**src/rtl/cronometro_multimodo.sv**
```systemverilog
// -----------------------------------------------------------------------------
// cronometro_multimodo
// Multi-mode stopwatch/timer core with N_DIG BCD digits and per-digit
// 7-segment outputs. Counts up (stopwatch) or down from a preset (timer).
// A lap function freezes the display while the count keeps running.
//
// Ports
//   clk          system clock, all logic on rising edge
//   rst          synchronous active-high reset
//   btn_start    raw button: start / pause
//   btn_clear    raw button: clear / reload
//   btn_lap      raw button: lap freeze toggle
//   btn_mode     raw button: up/down mode toggle (IDLE only)
//   preset_bcd   down-mode start value, digit i at [4i+3:4i]
//   seg          active-low segments, digit i at [7i+6:7i], bit 7i = a
//   bcd          displayed value (live count or frozen lap value)
//   running      high in RUN
//   mode_down    0 = count up, 1 = count down
//   lap_active   display frozen
//   done         high in DONE
//   overflow     one-cycle pulse on up-count wrap all-9 -> all-0
// -----------------------------------------------------------------------------
module cronometro_multimodo #(
    parameter int N_DIG    = 4,
    parameter int TICK_DIV = 500000
) (
    input  logic                 clk,
    input  logic                 rst,
    input  logic                 btn_start,
    input  logic                 btn_clear,
    input  logic                 btn_lap,
    input  logic                 btn_mode,
    input  logic [4*N_DIG-1:0]   preset_bcd,
    output logic [7*N_DIG-1:0]   seg,
    output logic [4*N_DIG-1:0]   bcd,
    output logic                 running,
    output logic                 mode_down,
    output logic                 lap_active,
    output logic                 done,
    output logic                 overflow
);

    localparam int PW = $clog2(TICK_DIV);
    localparam int CW = 4 * N_DIG;

    typedef enum logic [1:0] {
        ST_IDLE  = 2'd0,
        ST_RUN   = 2'd1,
        ST_PAUSE = 2'd2,
        ST_DONE  = 2'd3
    } state_t;

    // Any preset digit above 9 is clamped to 9.
    function automatic logic [CW-1:0] clamp_preset(input logic [CW-1:0] p);
        logic [CW-1:0] r;
        r = p;
        for (int i = 0; i < N_DIG; i++) begin
            if (p[4*i +: 4] > 4'd9) begin
                r[4*i +: 4] = 4'd9;
            end else begin
                r[4*i +: 4] = p[4*i +: 4];
            end
        end
        return r;
    endfunction

    // BCD increment with ripple carry; MSB of the result is the wrap carry.
    function automatic logic [CW:0] bcd_inc(input logic [CW-1:0] v);
        logic [CW-1:0] r;
        logic          c;
        r = v;
        c = 1'b1;
        for (int i = 0; i < N_DIG; i++) begin
            if (c) begin
                if (v[4*i +: 4] >= 4'd9) begin
                    r[4*i +: 4] = 4'd0;
                end else begin
                    r[4*i +: 4] = v[4*i +: 4] + 4'd1;
                    c = 1'b0;
                end
            end else begin
                r[4*i +: 4] = v[4*i +: 4];
            end
        end
        return {c, r};
    endfunction

    // BCD decrement with borrow; never applied to an all-zero count.
    function automatic logic [CW-1:0] bcd_dec(input logic [CW-1:0] v);
        logic [CW-1:0] r;
        logic          b;
        r = v;
        b = 1'b1;
        for (int i = 0; i < N_DIG; i++) begin
            if (b) begin
                if (v[4*i +: 4] == 4'd0) begin
                    r[4*i +: 4] = 4'd9;
                end else begin
                    r[4*i +: 4] = v[4*i +: 4] - 4'd1;
                    b = 1'b0;
                end
            end else begin
                r[4*i +: 4] = v[4*i +: 4];
            end
        end
        return r;
    endfunction

    // Active-low 7-segment decode, bit 0 = segment a; non-decimal codes blank.
    function automatic logic [6:0] seg_decode(input logic [3:0] d);
        logic [6:0] s;
        case (d)
            4'd0:    s = 7'h40;
            4'd1:    s = 7'h79;
            4'd2:    s = 7'h24;
            4'd3:    s = 7'h30;
            4'd4:    s = 7'h19;
            4'd5:    s = 7'h12;
            4'd6:    s = 7'h02;
            4'd7:    s = 7'h78;
            4'd8:    s = 7'h00;
            4'd9:    s = 7'h10;
            default: s = 7'h7F;
        endcase
        return s;
    endfunction

    state_t          state_q, state_d;
    logic [CW-1:0]   count_q, count_d;
    logic [CW-1:0]   lap_bcd_q, lap_bcd_d;
    logic            mode_down_q, mode_down_d;
    logic            lap_active_q, lap_active_d;
    logic            overflow_q, overflow_d;
    logic [PW-1:0]   prescaler_q, prescaler_d;
    // Button vector bit order: 0 start, 1 clear, 2 lap, 3 mode
    logic [3:0]      sync1_q, sync1_d;
    logic [3:0]      sync2_q, sync2_d;
    logic [3:0]      sync3_q, sync3_d;

    logic [3:0]      press_s;
    logic            tick_s;
    logic [CW:0]     inc_s;
    logic [CW-1:0]   dec_s;
    logic [CW-1:0]   reload_s;
    logic            reach_zero_s;

    // Button synchronisers and rising-edge detection.
    always_comb begin
        sync1_d = {btn_mode, btn_lap, btn_clear, btn_start};
        sync2_d = sync1_q;
        sync3_d = sync2_q;
        press_s = sync2_q & ~sync3_q;
    end

    // Next-state, count, prescaler and lap logic.
    always_comb begin
        state_d      = state_q;
        count_d      = count_q;
        lap_bcd_d    = lap_bcd_q;
        mode_down_d  = mode_down_q;
        lap_active_d = lap_active_q;
        overflow_d   = 1'b0;
        prescaler_d  = prescaler_q;
        tick_s       = (state_q == ST_RUN) && (prescaler_q == PW'(TICK_DIV - 1));
        inc_s        = bcd_inc(count_q);
        dec_s        = bcd_dec(count_q);
        reload_s     = mode_down_q ? clamp_preset(preset_bcd) : {CW{1'b0}};
        reach_zero_s = tick_s && mode_down_q && (dec_s == {CW{1'b0}});

        // Press handling follows clear > start > lap > mode; an if/else
        // chain drops the lower presses even when the winner is ignored.
        case (state_q)
            ST_IDLE: begin
                prescaler_d = {PW{1'b0}};
                if (press_s[1]) begin
                    count_d      = reload_s;
                    lap_active_d = 1'b0;
                end else if (press_s[0]) begin
                    if (mode_down_q && (count_q == {CW{1'b0}})) begin
                        state_d = ST_DONE;
                    end else begin
                        state_d = ST_RUN;
                    end
                end else if (press_s[2]) begin
                    lap_active_d = lap_active_q;
                end else if (press_s[3]) begin
                    mode_down_d = ~mode_down_q;
                    count_d     = mode_down_q ? {CW{1'b0}} : clamp_preset(preset_bcd);
                end else begin
                    state_d = ST_IDLE;
                end
            end
            ST_RUN: begin
                if (tick_s) begin
                    prescaler_d = {PW{1'b0}};
                    if (mode_down_q) begin
                        count_d = dec_s;
                    end else begin
                        count_d    = inc_s[CW-1:0];
                        overflow_d = inc_s[CW];
                    end
                end else begin
                    prescaler_d = prescaler_q + PW'(1);
                end
                // Reaching zero ends the run even if a pause press coincides.
                if (reach_zero_s) begin
                    state_d = ST_DONE;
                end else begin
                    state_d = ST_RUN;
                end
                if (press_s[1]) begin
                    lap_active_d = lap_active_q;
                end else if (press_s[0]) begin
                    if (!reach_zero_s) begin
                        state_d = ST_PAUSE;
                    end else begin
                        state_d = ST_DONE;
                    end
                end else if (press_s[2]) begin
                    lap_active_d = ~lap_active_q;
                    if (!lap_active_q) begin
                        lap_bcd_d = count_q;
                    end else begin
                        lap_bcd_d = lap_bcd_q;
                    end
                end else begin
                    lap_active_d = lap_active_q;
                end
            end
            ST_PAUSE: begin
                // Prescaler holds so a resume continues the partial interval.
                if (press_s[1]) begin
                    state_d      = ST_IDLE;
                    count_d      = reload_s;
                    lap_active_d = 1'b0;
                    prescaler_d  = {PW{1'b0}};
                end else if (press_s[0]) begin
                    state_d = ST_RUN;
                end else if (press_s[2]) begin
                    lap_active_d = 1'b0;
                end else begin
                    state_d = ST_PAUSE;
                end
            end
            ST_DONE: begin
                prescaler_d = {PW{1'b0}};
                if (press_s[1]) begin
                    state_d      = ST_IDLE;
                    count_d      = reload_s;
                    lap_active_d = 1'b0;
                end else begin
                    state_d = ST_DONE;
                end
            end
            default: begin
                state_d     = ST_IDLE;
                prescaler_d = {PW{1'b0}};
            end
        endcase
    end

    // State and datapath registers with synchronous reset.
    always_ff @(posedge clk) begin
        if (rst) begin
            state_q      <= ST_IDLE;
            count_q      <= {CW{1'b0}};
            lap_bcd_q    <= {CW{1'b0}};
            mode_down_q  <= 1'b0;
            lap_active_q <= 1'b0;
            overflow_q   <= 1'b0;
            prescaler_q  <= {PW{1'b0}};
            sync1_q      <= 4'd0;
            sync2_q      <= 4'd0;
            sync3_q      <= 4'd0;
        end else begin
            state_q      <= state_d;
            count_q      <= count_d;
            lap_bcd_q    <= lap_bcd_d;
            mode_down_q  <= mode_down_d;
            lap_active_q <= lap_active_d;
            overflow_q   <= overflow_d;
            prescaler_q  <= prescaler_d;
            sync1_q      <= sync1_d;
            sync2_q      <= sync2_d;
            sync3_q      <= sync3_d;
        end
    end

    // Display selection and per-digit segment decode.
    always_comb begin
        bcd = lap_active_q ? lap_bcd_q : count_q;
        seg = {(7*N_DIG){1'b1}};
        for (int i = 0; i < N_DIG; i++) begin
            seg[7*i +: 7] = seg_decode(bcd[4*i +: 4]);
        end
    end

    assign running    = (state_q == ST_RUN);
    assign done       = (state_q == ST_DONE);
    assign mode_down  = mode_down_q;
    assign lap_active = lap_active_q;
    assign overflow   = overflow_q;

endmodule

```
**config.mk**
```make
export PLATFORM = sky130hd
export DESIGN_NAME = cronometro_multimodo
export DESIGN_NICKNAME = d
export VERILOG_FILES = /design/src/rtl/cronometro_multimodo.sv
export SDC_FILE = /design/constraint.sdc
export NUM_CORES = 1
export LEC_CHECK = 0
export CAP_MARGIN = 20
export CORE_MARGIN = 2
export CORE_UTILIZATION = 25
export DETAILED_ROUTE_END_ITERATION = 6
export PLACE_DENSITY = 0.44
export SKIP_CTS_REPAIR_TIMING = 1
export SLEW_MARGIN = 20
export SYNTH_ARGS = -nofsm -noshare
export SYNTH_HDL_FRONTEND = slang
export SYNTH_SLANG_ARGS = --single-unit
```
**constraint.sdc**
```tcl
create_clock -name clk -period 6.28 [get_ports clk]
set_input_delay 0.942 -clock clk [delete_from_list [all_inputs] [get_ports clk]]
set_output_delay 0.942 -clock clk [all_outputs]
set_load 0.05 [all_outputs]
```
* Yosys cells after proc, flatten, opt, wreduce, memory -nomap -nowiden
Memories as Yosys holds them, arrays and structs flattened.
Cells that the tools add are included.
** Cells by class
- Magnitude comparators :: 8
- Reduce and logical (&&, ||, !) cells :: 22
- Bitwise logic cells :: 10
- Multiplexer cells :: 65
- $add $sub $neg :: 9
- Eq/ne operators :: 23
** Operators by type and width (count)
- $mux 16 :: 10
- $mux 4 :: 18
- $pmux 19 s3 :: 1
- $pmux 16 s3 :: 1
- $mux 19 :: 2
- $logic_not 16->1 :: 2
- $mux 2 :: 12
- $reduce_and 6->1 :: 4
- $ne 3x3->1 const B :: 7
- $add 19x1->19 const B :: 1
- $eq 19x19->1 const B :: 1
- $mux 1 :: 19
- $add 4x1->4 const B :: 4
- $ge 4x4->1 const B :: 4
- $gt 4x4->1 const B :: 4
- $logic_not 4->1 :: 4
- $sub 4x1->4 const B :: 4
- $reduce_and 5->1 :: 2
- $ne 3x1->1 const B :: 3
- $ne 2x1->1 const B :: 4
- $ne 2x2->1 const B :: 4
- $not 1->1 :: 8
- $pmux 2 s4 :: 1
- $reduce_and 4->1 :: 2
- other kinds (10) :: 15
** Word-level totals
- Bits in registers :: 68
- Output and inout bits :: 49
- Bits of input ports :: 22
- ROM bits :: 448
- Memories :: 4
- Logic and storage cells :: 154
** Memories
- (name not given) :: words 16, bits a word 7, read ports 1, clocked after memory_dff 0, write ports 0, RTL line 112 : case (d)
- (name not given) :: words 16, bits a word 7, read ports 1, clocked after memory_dff 0, write ports 0, RTL line 112
- (name not given) :: words 16, bits a word 7, read ports 1, clocked after memory_dff 0, write ports 0, RTL line 112
- (name not given) :: words 16, bits a word 7, read ports 1, clocked after memory_dff 0, write ports 0, RTL line 112

* Depth between registers and ports, before layout
- Depth in word-level cells :: 11
- Mapped depth :: 10
- Depth with buffers taken out :: 8

* Least setup slack after synthesis
OpenSTA, ideal clock, no wires.
- Path type :: register to output
- From :: reg lap_active_q (netlist: lap_active)
- To :: out seg[25]
- Arrival :: 3.316 ns
- Path slack :: 2.022 ns
- Cell stages (with the launch flop) :: 9
- Buffers on the path :: 2
- Cell sequence :: dfxtp_1 clkbuf_1 clkbuf_1 mux2i_1 inv_1 ha_1 nand2_1 a21oi_1 a31oi_1
** Between the ends
- Cells in the longest elaborated chain, start to end :: 2
** Ends and longest elaborated chain
- from (decl) :: RTL line 132 : logic lap_active_q, lap_active_d;
- from (signal assigned) :: RTL line 280 : lap_active_q <= lap_active_d;
- $mux 16
- named net bcd[13] :: RTL line 35 : output logic [4*N_DIG-1:0] bcd,
- $mem_v2 16x7
- to (decl) :: RTL line 34 : output logic [7*N_DIG-1:0] seg,
The timed path passes the listed nets, and every way through them passes these cells.

* Worst setup path in the final report
- From :: reg lap_active_q (netlist: lap_active)
- To :: out seg[25]
** Between the ends
- Cells in the longest elaborated chain, start to end :: 2
** Ends and longest elaborated chain
- $mux 16
- $mem_v2 16x7
Every way passes these cells.

==> impl_metrics.env <==
export IMPL_worstSkewPairLatency_ps=340
export IMPL_gr_total_overflow=0
export IMPL_power_density_nw_per_um2=274
export IMPL_slew_limit_headroom_pct=25.1
export IMPL_wl_microns=15300
export IMPL_ff2ff_path_depth=8
export IMPL_ys_ff_latch=68
export IMPL_sw_frac_of_total_pct=40.6
export IMPL_critPathBufInv=2
export IMPL_worst_setup_path_end_kind="output port"
export IMPL_critical_path_top_delay_family="buffers and inverters"
export IMPL_skew_ps=5.33
export IMPL_dieArea_sq_um=21200
export IMPL_antenna_found_initial=0
export IMPL_dieHeight_microns=146
export IMPL_peakVddDrop_mv=0.178
export IMPL_hold_violations=0
export IMPL_gp_congestion=0.891
export IMPL_antenna_left=0
export IMPL_ys_types=65
export IMPL_timing_fmax_ghz=0.224
export IMPL_startpoint_type="flop"
export IMPL_grt_start_max_net_pins=53
export IMPL_synth_ff_type="dfxtp_1"
export IMPL_critPathKind="flop to output port"
export IMPL_chipWidth_microns=146
export IMPL_synth_cells=669
export IMPL_grt_first_pass_wirelength_microns=24700
export IMPL_arrival_ps=3510
export IMPL_critPathRequiredTime_ps=5340
export IMPL_initial_core_util_pct=25.6
export IMPL_synth_top_area_cell="dfxtp_1"
export IMPL_hpwl_microns=11000
export IMPL_first_global_vias=4697
export IMPL_p_int_mw=1.02
export IMPL_switchingPower_mw=0.696
export IMPL_setup_viol=0
export IMPL_vias=4996
export IMPL_clock_path_buffers=2
export IMPL_io_buffers=70
export IMPL_fin_tns_setup_ps=0
export IMPL_synth_area_leaders="dfxtp_1, ha_1, nor2_1, a21oi_1, a211oi_1"
export IMPL_nets=780
export IMPL_p_seq_share_pct=28.4
export IMPL_cts_clk_slew_worst_paths_ps=50
export IMPL_hp_start="sync1_q[1]"
export IMPL_period_share_pct=71.0
export IMPL_syn_cell_area_sq_um=5020
export IMPL_r2r_start="count_q[1]"
export IMPL_rr_endpoint="state_q[1]"
export IMPL_dr_pass1_iters=5
export IMPL_rows=51
export IMPL_final_common_cell="nor2_1"
export IMPL_wire_per_inst_microns=15.5
export IMPL_hold_depth=1
export IMPL_layout_drive_gt1_share_pct=5.10
export IMPL_multiInputGateArea_sq_um=3370
export IMPL_tightest_slew_ps=1120
export IMPL_hold_path_class="flop to flop"
export IMPL_path_max_fanout=25
export IMPL_htree_levels=3
export IMPL_syn_num_nets=729
export IMPL_r2r_slack_ps=3150
export IMPL_grt_total_usage_pct=14.3
export IMPL_cts_sinks=68
export IMPL_num_antenna_cells=0
export IMPL_drt_initial_drc_count=324
export IMPL_slowest_stage="dfxtp_1"
export IMPL_min_to="sync2_q[1]"
export IMPL_synth_edf_count=0
export IMPL_maxSlewViolCount=0
export IMPL_slowest_delay_ps=990
export IMPL_cts_made_buffers=9
export IMPL_num_fill_cells=2082
export IMPL_status="finished, final reports clean"
export IMPL_syn_to_final_growth_pct=24.5
export IMPL_pin_count=71
export IMPL_mostFrequentLayoutCells="nor2_1, clkdlybuf4s50_1, dfxtp_1"
export IMPL_p_clk_share_pct=30.7
export IMPL_cap_violations=0
export IMPL_path_cells="mux2i_1, inv_1, ha_1, nand2_1, a21oi_1, a31oi_1, clkdlybuf4s50_1"
export IMPL_cts_tree="yes"
export IMPL_async_flop_share_pct=0
export IMPL_combPwrFrac_pct=40.9
export IMPL_drc=0
export IMPL_yosys_warnings=0
export IMPL_rsz0062_at_grt="false"
export IMPL_leakagePower_nw=2.24
export IMPL_seqCellArea_sq_um=1360
export IMPL_syn_area_per_cell_sq_um=7.50
export IMPL_synth_top_area_share_pct=27.1
export IMPL_avgViaCountPerCell=5.05
export IMPL_design_area_sq_um=6250
export IMPL_yosysSeqAreaShare_pct=27.1
export IMPL_coreArea_sq_um=19600
export IMPL_fin_crit_ps=4460
export IMPL_cts_root_buf="clkbuf_16"
export IMPL_dpl_instance_area_sq_um=5940
## synth_stat cells (5+ instances only)
| library cell | instances |
|---|---|
| nand4_1 | 11 |
| o22ai_1 | 5 |
| a31oi_1 | 6 |
| or3_1 | 5 |
| a32oi_1 | 6 |
| o21ai_0 | 30 |
| mux2i_1 | 15 |
| a211oi_1 | 30 |
| xnor2_1 | 15 |
| dfxtp_1 | 68 |
| nand3_1 | 23 |
| nor2_1 | 98 |
| clkbuf_1 | 30 |
| o21a_1 | 9 |
| xor2_1 | 11 |
| ha_1 | 38 |
| nand2b_1 | 5 |
| nor3_1 | 18 |
| a21oi_1 | 59 |
| a311oi_1 | 5 |
| nor2b_1 | 18 |
| and3_1 | 5 |
| nand2_1 | 47 |
| inv_1 | 38 |
| nor3b_1 | 5 |
## state kept, by name, indices dropped and copies added (netlist names)
name and count:
sync1_q 4, prescaler_q 19, lap_bcd_q 16, state_q 2
mode_down 1, lap_active 1, sync3_q 4, count_q 16
sync2_q 4, overflow 1
## area by class of cell
type,count,share of cell area (%)
inverters,41,2.46
well taps,265,5.31
clock inverters,3,0.721
clock buffers,13,4.17
repair buffers,74,11.6
multi-input cells,526,53.9
flip-flops and latches,68,21.8
## worst max path at each step
stage,endpoint,cells past startpoint,slack [ps],startpoint
after floorplan,seg[25],8,2020,lap_active
after global placement,seg[25],7,2330,lap_active
after detailed placement,seg[25],7,2210,lap_active
after CTS,seg[25],7,1830,lap_active
after global routing,seg[18],6,1540,lap_active
final,seg[25],7,1820,lap_active
## stage by stage
stage | total power, mW | utilization (%) | cells | hold WS (ps) | setup WS [ps]
global route | 1.81 | 31.9 | 990 | 452 | 1540
floorplan | 0.977 | - | 669 | 414 | 2020
global placement | 1.19 | 30.3 | 974 | 426 | 2330
detailed placement | 1.19 | 30.3 | 974 | 422 | 2210
CTS | 1.73 | 31.9 | 990 | 435 | 1830
finish | 1.71 | 31.9 | 990 | 433 | 1820
## power groups by stage
stage / Sequential, mW / Clock [mW] / Combinational [mW]
2_1_floorplan: 0.471 / 0 / 0.506
3_3_place_gp: 0.494 / 0 / 0.693
3_5_place_dp: 0.494 / 0 / 0.694
4_1_cts: 0.485 / 0.543 / 0.699
5_1_grt: 0.490 / 0.561 / 0.756
6_report: 0.486 / 0.526 / 0.701
## per-layer routing
layer / global-route usage [%] / vias to the layer above / routed length (microns)
met2: 21.0 / 157 / 6560
met5: 0 / - / 0
met4: 6.32 / 0 / 289
met3: 3.10 / 22 / 830
met1: 20.0 / 2324 / 7630
li1: - / 2493 / -
## kinds of logic after synthesis
kind of cell,after synthesis,share of synthesized area [%]
AOI/OAI and AO/OA,185,24.1
xor gates and xnor gates,26,4.54
adders and majority gates,38,9.47
DFF,68,27.1
and+or+nand+nor,261,25.7
muxes,16,3.22
buffers and inverters,75,5.93
(Power assumes the default switching activity.)
